$ cat src/rtl/svnes_serial_pkg.sv
// +----------------------------------------------------------------------+
// | svnes_serial_pkg: shared types for the serial transmit/receive path  |
// | Rev 1.0                                                              |
// +----------------------------------------------------------------------+
`default_nettype none

package svnes_serial_pkg;

  typedef enum logic [2:0] {
    IDLE  = 3'd0,
    START = 3'd1,
    DATA  = 3'd2,
    PAR   = 3'd3,
    STOP  = 3'd4
  } uart_state_t;

  // Number of bit periods in one frame: start + data + optional parity + stop.
  function automatic int frame_bits(input int n, input int parity, input int stop_n);
    return 1 + n + parity + stop_n;
  endfunction

endpackage

`default_nettype wire

$ cat src/rtl/baud_tick.sv
// +----------------------------------------------------------------------+
// | baud_tick: modulo-CLK_DIV counter with clear and a one-cycle tick    |
// | Rev 1.0                                                              |
// +----------------------------------------------------------------------+
`default_nettype none

module baud_tick #(
  parameter int CLK_DIV = 16,
  parameter int CW      = $clog2(CLK_DIV)
) (
  input  logic          clk,
  input  logic          n_reset,
  input  logic          clear,
  output logic [CW-1:0] count,
  output logic          tick
);

  localparam logic [CW-1:0] C_LAST = CW'(CLK_DIV - 1);

  logic [CW-1:0] count_q;
  logic [CW-1:0] count_d;

  always_comb begin
    count_d = count_q + CW'(1);
    if (clear || (count_q == C_LAST)) begin
      count_d = '0;
    end
  end

  always_ff @(posedge clk or negedge n_reset) begin
    if (!n_reset) begin
      count_q <= '0;
    end else begin
      count_q <= count_d;
    end
  end

  assign count = count_q;
  // Tick marks the final cycle of a bit period.
  assign tick  = !clear && (count_q == C_LAST);

endmodule

`default_nettype wire

$ cat src/rtl/uart_tx_drain.sv
// +----------------------------------------------------------------------+
// | uart_tx_drain: pops a FWFT FIFO and sends each word as a UART frame  |
// | Rev 1.0                                                              |
// +----------------------------------------------------------------------+
`default_nettype none

module uart_tx_drain
  import svnes_serial_pkg::*;
#(
  parameter int N       = 8,
  parameter int CLK_DIV = 16,
  parameter int PARITY  = 0,
  parameter int STOP_N  = 1
) (
  input  logic         clk,
  input  logic         n_reset,
  input  logic         empty,
  input  logic [N-1:0] in,
  output logic         rdack,
  output logic         tx,
  output logic         busy,
  output logic         done
);

  localparam int CW = $clog2(CLK_DIV);
  localparam int BW = $clog2(N);

  localparam logic [CW-1:0] C_PRE_LAST = CW'(CLK_DIV - 2);
  localparam logic [BW-1:0] C_LAST_BIT = BW'(N - 1);
  localparam logic [BW-1:0] C_LAST_STP = BW'(STOP_N - 1);

  uart_state_t   state_q, state_d;
  logic [N-1:0]  shift_q, shift_d;
  logic          par_q, par_d;
  logic [BW-1:0] bit_q, bit_d;
  logic          tx_q, tx_d;
  logic          busy_q, busy_d;
  logic          rdack_q, rdack_d;
  logic          done_q, done_d;

  logic [CW-1:0] baud_count;
  logic          baud_tick_w;
  logic          load;

  baud_tick #(
    .CLK_DIV (CLK_DIV)
  ) u_baud (
    .clk     (clk),
    .n_reset (n_reset),
    .clear   (state_q == IDLE),
    .count   (baud_count),
    .tick    (baud_tick_w)
  );

  always_comb begin
    state_d = state_q;
    shift_d = shift_q;
    par_d   = par_q;
    bit_d   = bit_q;
    tx_d    = tx_q;
    busy_d  = busy_q;
    rdack_d = 1'b0;
    done_d  = 1'b0;
    load    = 1'b0;

    case (state_q)
      IDLE: begin
        tx_d   = 1'b1;
        busy_d = 1'b0;
        load   = !empty;
      end
      START: begin
        if (baud_tick_w) begin
          state_d = DATA;
          tx_d    = shift_q[0];
          shift_d = shift_q >> 1;
          bit_d   = '0;
        end
      end
      DATA: begin
        if (baud_tick_w) begin
          if (bit_q == C_LAST_BIT) begin
            bit_d = '0;
            if (PARITY != 0) begin
              state_d = PAR;
              tx_d    = par_q;
            end else begin
              state_d = STOP;
              tx_d    = 1'b1;
            end
          end else begin
            bit_d   = bit_q + BW'(1);
            tx_d    = shift_q[0];
            shift_d = shift_q >> 1;
          end
        end
      end
      PAR: begin
        if (baud_tick_w) begin
          state_d = STOP;
          tx_d    = 1'b1;
          bit_d   = '0;
        end
      end
      STOP: begin
        // done is registered, so raise it one cycle ahead of the frame end.
        done_d = (bit_q == C_LAST_STP) && (baud_count == C_PRE_LAST);
        if (baud_tick_w) begin
          if (bit_q == C_LAST_STP) begin
            if (!empty) begin
              load = 1'b1;
            end else begin
              state_d = IDLE;
              busy_d  = 1'b0;
              tx_d    = 1'b1;
              bit_d   = '0;
            end
          end else begin
            bit_d = bit_q + BW'(1);
          end
        end
      end
      default: begin
        state_d = IDLE;
        tx_d    = 1'b1;
        busy_d  = 1'b0;
      end
    endcase

    // Shared by the idle start and the back-to-back start at frame end.
    if (load) begin
      state_d = START;
      shift_d = in;
      par_d   = ^in;
      bit_d   = '0;
      tx_d    = 1'b0;
      busy_d  = 1'b1;
      rdack_d = 1'b1;
    end
  end

  always_ff @(posedge clk or negedge n_reset) begin
    if (!n_reset) begin
      state_q <= IDLE;
      shift_q <= '0;
      par_q   <= 1'b0;
      bit_q   <= '0;
      tx_q    <= 1'b1;
      busy_q  <= 1'b0;
      rdack_q <= 1'b0;
      done_q  <= 1'b0;
    end else begin
      state_q <= state_d;
      shift_q <= shift_d;
      par_q   <= par_d;
      bit_q   <= bit_d;
      tx_q    <= tx_d;
      busy_q  <= busy_d;
      rdack_q <= rdack_d;
      done_q  <= done_d;
    end
  end

  assign tx    = tx_q;
  assign busy  = busy_q;
  assign rdack = rdack_q;
  assign done  = done_q;

endmodule

`default_nettype wire

$ cat config.mk
export PLATFORM = sky130hd
export DESIGN_NAME = uart_tx_drain
export DESIGN_NICKNAME = d
export VERILOG_FILES = /design/src/rtl/svnes_serial_pkg.sv /design/src/rtl/baud_tick.sv /design/src/rtl/uart_tx_drain.sv
export SDC_FILE = /design/constraint.sdc
export NUM_CORES = 1
export LEC_CHECK = 0
export CAP_MARGIN = 5
export CORE_MARGIN = 8
export CORE_UTILIZATION = 58
export DETAILED_ROUTE_END_ITERATION = 16
export GPL_TIMING_DRIVEN = 0
export PLACE_DENSITY = 0.89
export SLEW_MARGIN = 30
export SYNTH_ARGS = -nofsm -noshare
export SYNTH_HDL_FRONTEND = slang
export SYNTH_SLANG_ARGS = --single-unit
$ cat constraint.sdc
create_clock -name clk -period 3.4 [get_ports clk]
set_clock_uncertainty 0.15 [all_clocks]
set_input_delay 0.68 -clock clk [delete_from_list [all_inputs] [get_ports clk]]
set_output_delay 0.68 -clock clk [all_outputs]
set_load 0.05 [all_outputs]
[After elaboration in Yosys (flattened, before gate mapping)]
Index checks and enable logic that the tools add are counted.
Storage, ports and cells
  register bits after elaboration: 22
  latch bits: 0
  memory bits (writable): 0
  ROM bits: 0
  word-level logic and storage cells: 87
  memories kept: 0
Cells by class
  add/sub/neg operators: 2
  multiply operators: 0
  divide/modulo/power cells: 0
  $lt $le $gt $ge: 0
  equal/unequal tests: 19
  shifts and indexed selects: 0
  muxes and demuxes: 42
  bitwise gates (word level): 0
  reduce and logical (&&, ||, !) cells: 16
Operators by type and width (number)
  $mux 3: 14
  $mux 8: 4
  $ne 3x3->1 const B: 8
  $mux 1: 17
  $pmux 8 s2: 1
  $pmux 3 s5: 1
  $pmux 3 s3: 1
  $eq 4x4->1 const B: 2
  $reduce_and 4->1: 2
  $reduce_and 8->1: 1
  $eq 3x2->1 const B: 2
  $eq 3x3->1 const B: 2
  $logic_not 3->1: 2
  $reduce_and 6->1: 1
  $reduce_and 5->1: 1
  $add 4x1->4 const B: 1
  $mux 4: 1
  $ne 4x4->1 const B: 1
  $pmux 1 s2: 2
  $pmux 1 s4: 1
  $reduce_bool 4->1: 1
  $add 3x1->3 const B: 1
  $eq 3x1->1 const B: 1
  $ne 3x1->1 const B: 1
  8 further kinds: 10

[Depth between registers and ports, before layout]
  depth after elaboration: 7
  mapped depth: 8

[Modules after synthesis]
Synthesis repeated with hierarchy kept, for this count alone.
Second synthesis, totals
  cells, all modules: 107
  area, all modules: 1147.4 um^2
Modules (own cells, without submodules)
  uart_tx_drain: times used 1, cells each 92, area an instance 972.2 um^2
  baud_tick: times used 1, cells each 15, area an instance 175.2 um^2

[Worst setup path after synthesis]
Ideal clock, no wire load.
  kind: flip-flop to flip-flop
  start point: register bit_q[0]
  end point: register shift_q[7]
  arrival time: 1699 ps
  path slack: 1430 ps
  cell stages (with the launch flop): 7
  period minus slack after synthesis: 1970 ps
  path through: dfrtp_1 ha_1 ha_1 or4b_4 nand2_4 o21ai_2 a22o_1
On the way
  cells in the longest elaborated chain, start to end: 6
  elaborated cells between the ends (all ways): 11
  classes of those cells: eq/ne (4); mux (4); reduce/logical (3)
Ends and longest elaborated chain
  start, declared: line uart_tx_drain.sv:35  | logic [BW-1:0] bit_q, bit_d;
  start signal, assigned: line uart_tx_drain.sv:156  | bit_q <= bit_d;
  $logic_not 3->1: line uart_tx_drain.sv:109  | if (bit_q == C_LAST_STP) begin
  $mux 1: line uart_tx_drain.sv:109
  $mux 1: line uart_tx_drain.sv:108  | if (baud_tick_w) begin
  $pmux 1 s2: line uart_tx_drain.sv:66  | case (state_q)
  $ne 3x3->1 (no line) or $reduce_bool 3->1 (tied branches)
  $reduce_and 4->1 (no line)
  end signal, assigned: line uart_tx_drain.sv:154  | shift_q <= shift_d;
  end, declared: line uart_tx_drain.sv:33  | logic [N-1:0] shift_q, shift_d;
Several ways; a longest one is shown, not always the timed one.
A chain may end at the register's enable or synchronous reset.

[Worst setup path after layout]
  start point: register tx_q (netlist: tx)
  end point: output tx
RTL lines
  start, declared: line uart_tx_drain.sv:36  | logic tx_q, tx_d;
  start signal, assigned: line uart_tx_drain.sv:157  | tx_q <= tx_d;
  end, declared: line uart_tx_drain.sv:20  | output logic tx,
No word-level cell between the ends.

==> metrics <==
share of layout cells above drive strength 1 0.165; largest net degree at the start of global routing 23; max-cap violations 0; RSZ-0062 raised after global routing no; status complete, no violations; # rows 16; worst slew pin tran between 0.5 and 0.6 ns; Initial Utilization 0.612; Leak Pwr 0.000580 uW; WS Path Type reg -> out; # DRC 0; # setup viols final 0; Fin Setup TNS 0 ns; setup bufs post-CTS 0; initial drt markers 22; Post-synth top flop dfrtp_1; PwrDens roughly 770 mW/mm^2; Diodes inserted 0; post-route antenna net violation count 0; Final Max Slew Viols 0; DP Wirelength 1840 um; Slew HR 0.645; Worst Path Buf+Inv 1; CTS tree built; area of the multi-input gates about 560 um^2; Post-CTS Hold Buffers 0; Post-synth EDFFs 0; Routed WL between 2000 and 2500 um; WL per Instance approximately 16 um; cts repair resizes 0; final hold vios 0; core outline area about 0.0019 mm^2; vias in the first global route 913; Tot GR Track Use 0.141; CP Capture Type primary output; Synth Warn # 0; CTS Sinks 22; sequential cell area 552 um^2; IO Port Bufs 14; register area share after synthesis 0.464; nets 144; detailed-router iteration count before antenna repair 4; final std cells w/o fill 154; Max Freq 402 MHz; CP top delay family buffers and inverters; Final Wtd Congestion 0.849; Slowest-stage cell, CP clkdlybuf4s50_1; I/O pins 15; syn avg cell area around 11 um^2; Synth async-reset ratio 1.00; commonest non-fill, non-tap cell in the layout dfrtp_1; synthesized instance count between 100 and 150; Worst-path clk slew 0.12 ns; grt total ovfl 0; area leader, netlist dfrtp_1; Worst-Skew Late Latency 0.30 ns; Area growth syn-to-layout 17.3%; Root Buffer Master clkbuf_4; clock tree buffer depth 2; Cells after DPL 150; CTS H-Tree Depth 1; routed vias slightly above 900; Net Count, Synth approximately 130; Die ar. 0.00375 mm^2; # fillers 140; Die X roughly 61 um; fin crit share 0.731; Peak VDD IR 526 uV; DR vias/cell between 6 and 7; initial antenna violation count 0; crit-path cells clkdlybuf4s50_1; Num CTS Buffers 3; most frequent cells in the layout dfrtp_1 (21), clkdlybuf4s50_1 (13), a21oi_1 (8); Hold Crit Class in -> async; top cell type's share of synthesized area 0.442; Worst Path Arrival about 1.7 ns; fin crit period 2.49 ns; CP max FO 2; WP data required about 2.6 ns; post-synthesis cell type count 43; Synth Register Bits 22; Max stage delay on crit path 0.80 ns; Area contributors post-synth dfrtp_1 (44%), ha_1 (5.3%), o2bb2ai_1 (5.2%), a22oi_1 (4.4%), a21oi_1 (3.4%); die extent in y 61.3 um; first-pass GRT wire length slightly above 4000 um; nature of the critical path startpoint register; Mapped Area 0.00119 mm^2
==> area by class of cell <==
type | count | share of cell area
Multi-Input combinational cell | 74 | 0.402
Sequential cell | 22 | 0.396
Timing Repair Buffer | 14 | 0.0969
Buffer | 6 | 0.0359
Clock buffer | 4 | 0.0260
Tap cell | 27 | 0.0242
Inverter | 7 | 0.0189
==> flip-flops by register name, indices dropped and copies added, names as in the netlist <==
| register | flops |
|---|---|
| rdack | 1 |
| shift_q | 8 |
| bit_q | 3 |
| state_q | 3 |
| tx | 1 |
| done | 1 |
| busy | 1 |
| u_baud.count | 4 |
==> where the power goes <==
group,switching (uW),internal (uW),total (uW),leakage [uW]
logic,290,218,508,0.000272
clock network,74.9,65.3,140,0.0000210
registers,66.5,353,419,0.000287
total,431,636,1070,0.000580
==> stage by stage <==
step / power (uW) / hold slack, ns / setup WS (ns) / utilization / instance area, um^2
2_1_floorplan: 804 / 0.234 / 1.43 / - / 1190
3_3_place_gp: 903 / 0.313 / 0.954 / 0.702 / 1360
3_5_place_dp: 930 / 0.329 / 0.910 / 0.702 / 1360
4_1_cts: 1070 / 0.347 / 0.906 / 0.720 / 1400
5_1_grt: 1140 / 0.206 / 0.889 / 0.718 / 1390
6_report: 1070 / 0.163 / 0.913 / 0.718 / 1390
==> layer usage <==
metal	track usage	routed length, um	vias up
met4	0.0399	26	0
met2	0.239	1210	25
li1	-	-	439
met1	0.180	1100	460
met3	0.0230	97	4
met5	0	0	-
==> logic make-up (layout without fill, tap and decap cells) <==
logic type                 Yosys count  count (layout)  share of synthesized area
AOI/OAI and AO/OA                   37              37                      0.242
xor gates and xnor gates             2               2                     0.0147
adders and majority gates            5               5                     0.0526
buffers and inverters               13              31                     0.0642
DFF                                 22              22                      0.464
muxes                                1               1                    0.00947
and+or+nand+nor                     29              29                      0.153
==> cell usage after synthesis, types with 2 or more instances <==
cell	instances
a21oi_1	8
nand2_1	2
nor2_1	7
nand3_1	4
a22oi_1	7
dfrtp_1	21
o2bb2ai_1	7
and3_1	2
buf_6	3
ha_1	5
nor3b_1	2
inv_1	7
a22o_1	2
o21ai_0	3
==> worst paths after layout <==
path                       slack [ns]  cells past startpoint            start               to
min reg2reg                      0.35                      1  u_baud.count[0]  u_baud.count[0]
min in group clk                 0.35                      1  u_baud.count[0]  u_baud.count[0]
max                              0.91                      1               tx               tx
min                              0.16                      1          n_reset  u_baud.count[1]
max reg2reg                      1.25                      7         bit_q[0]               tx
max in group asynchronous        2.59                      1          n_reset               tx
Power figures use the tool's default switching activity.
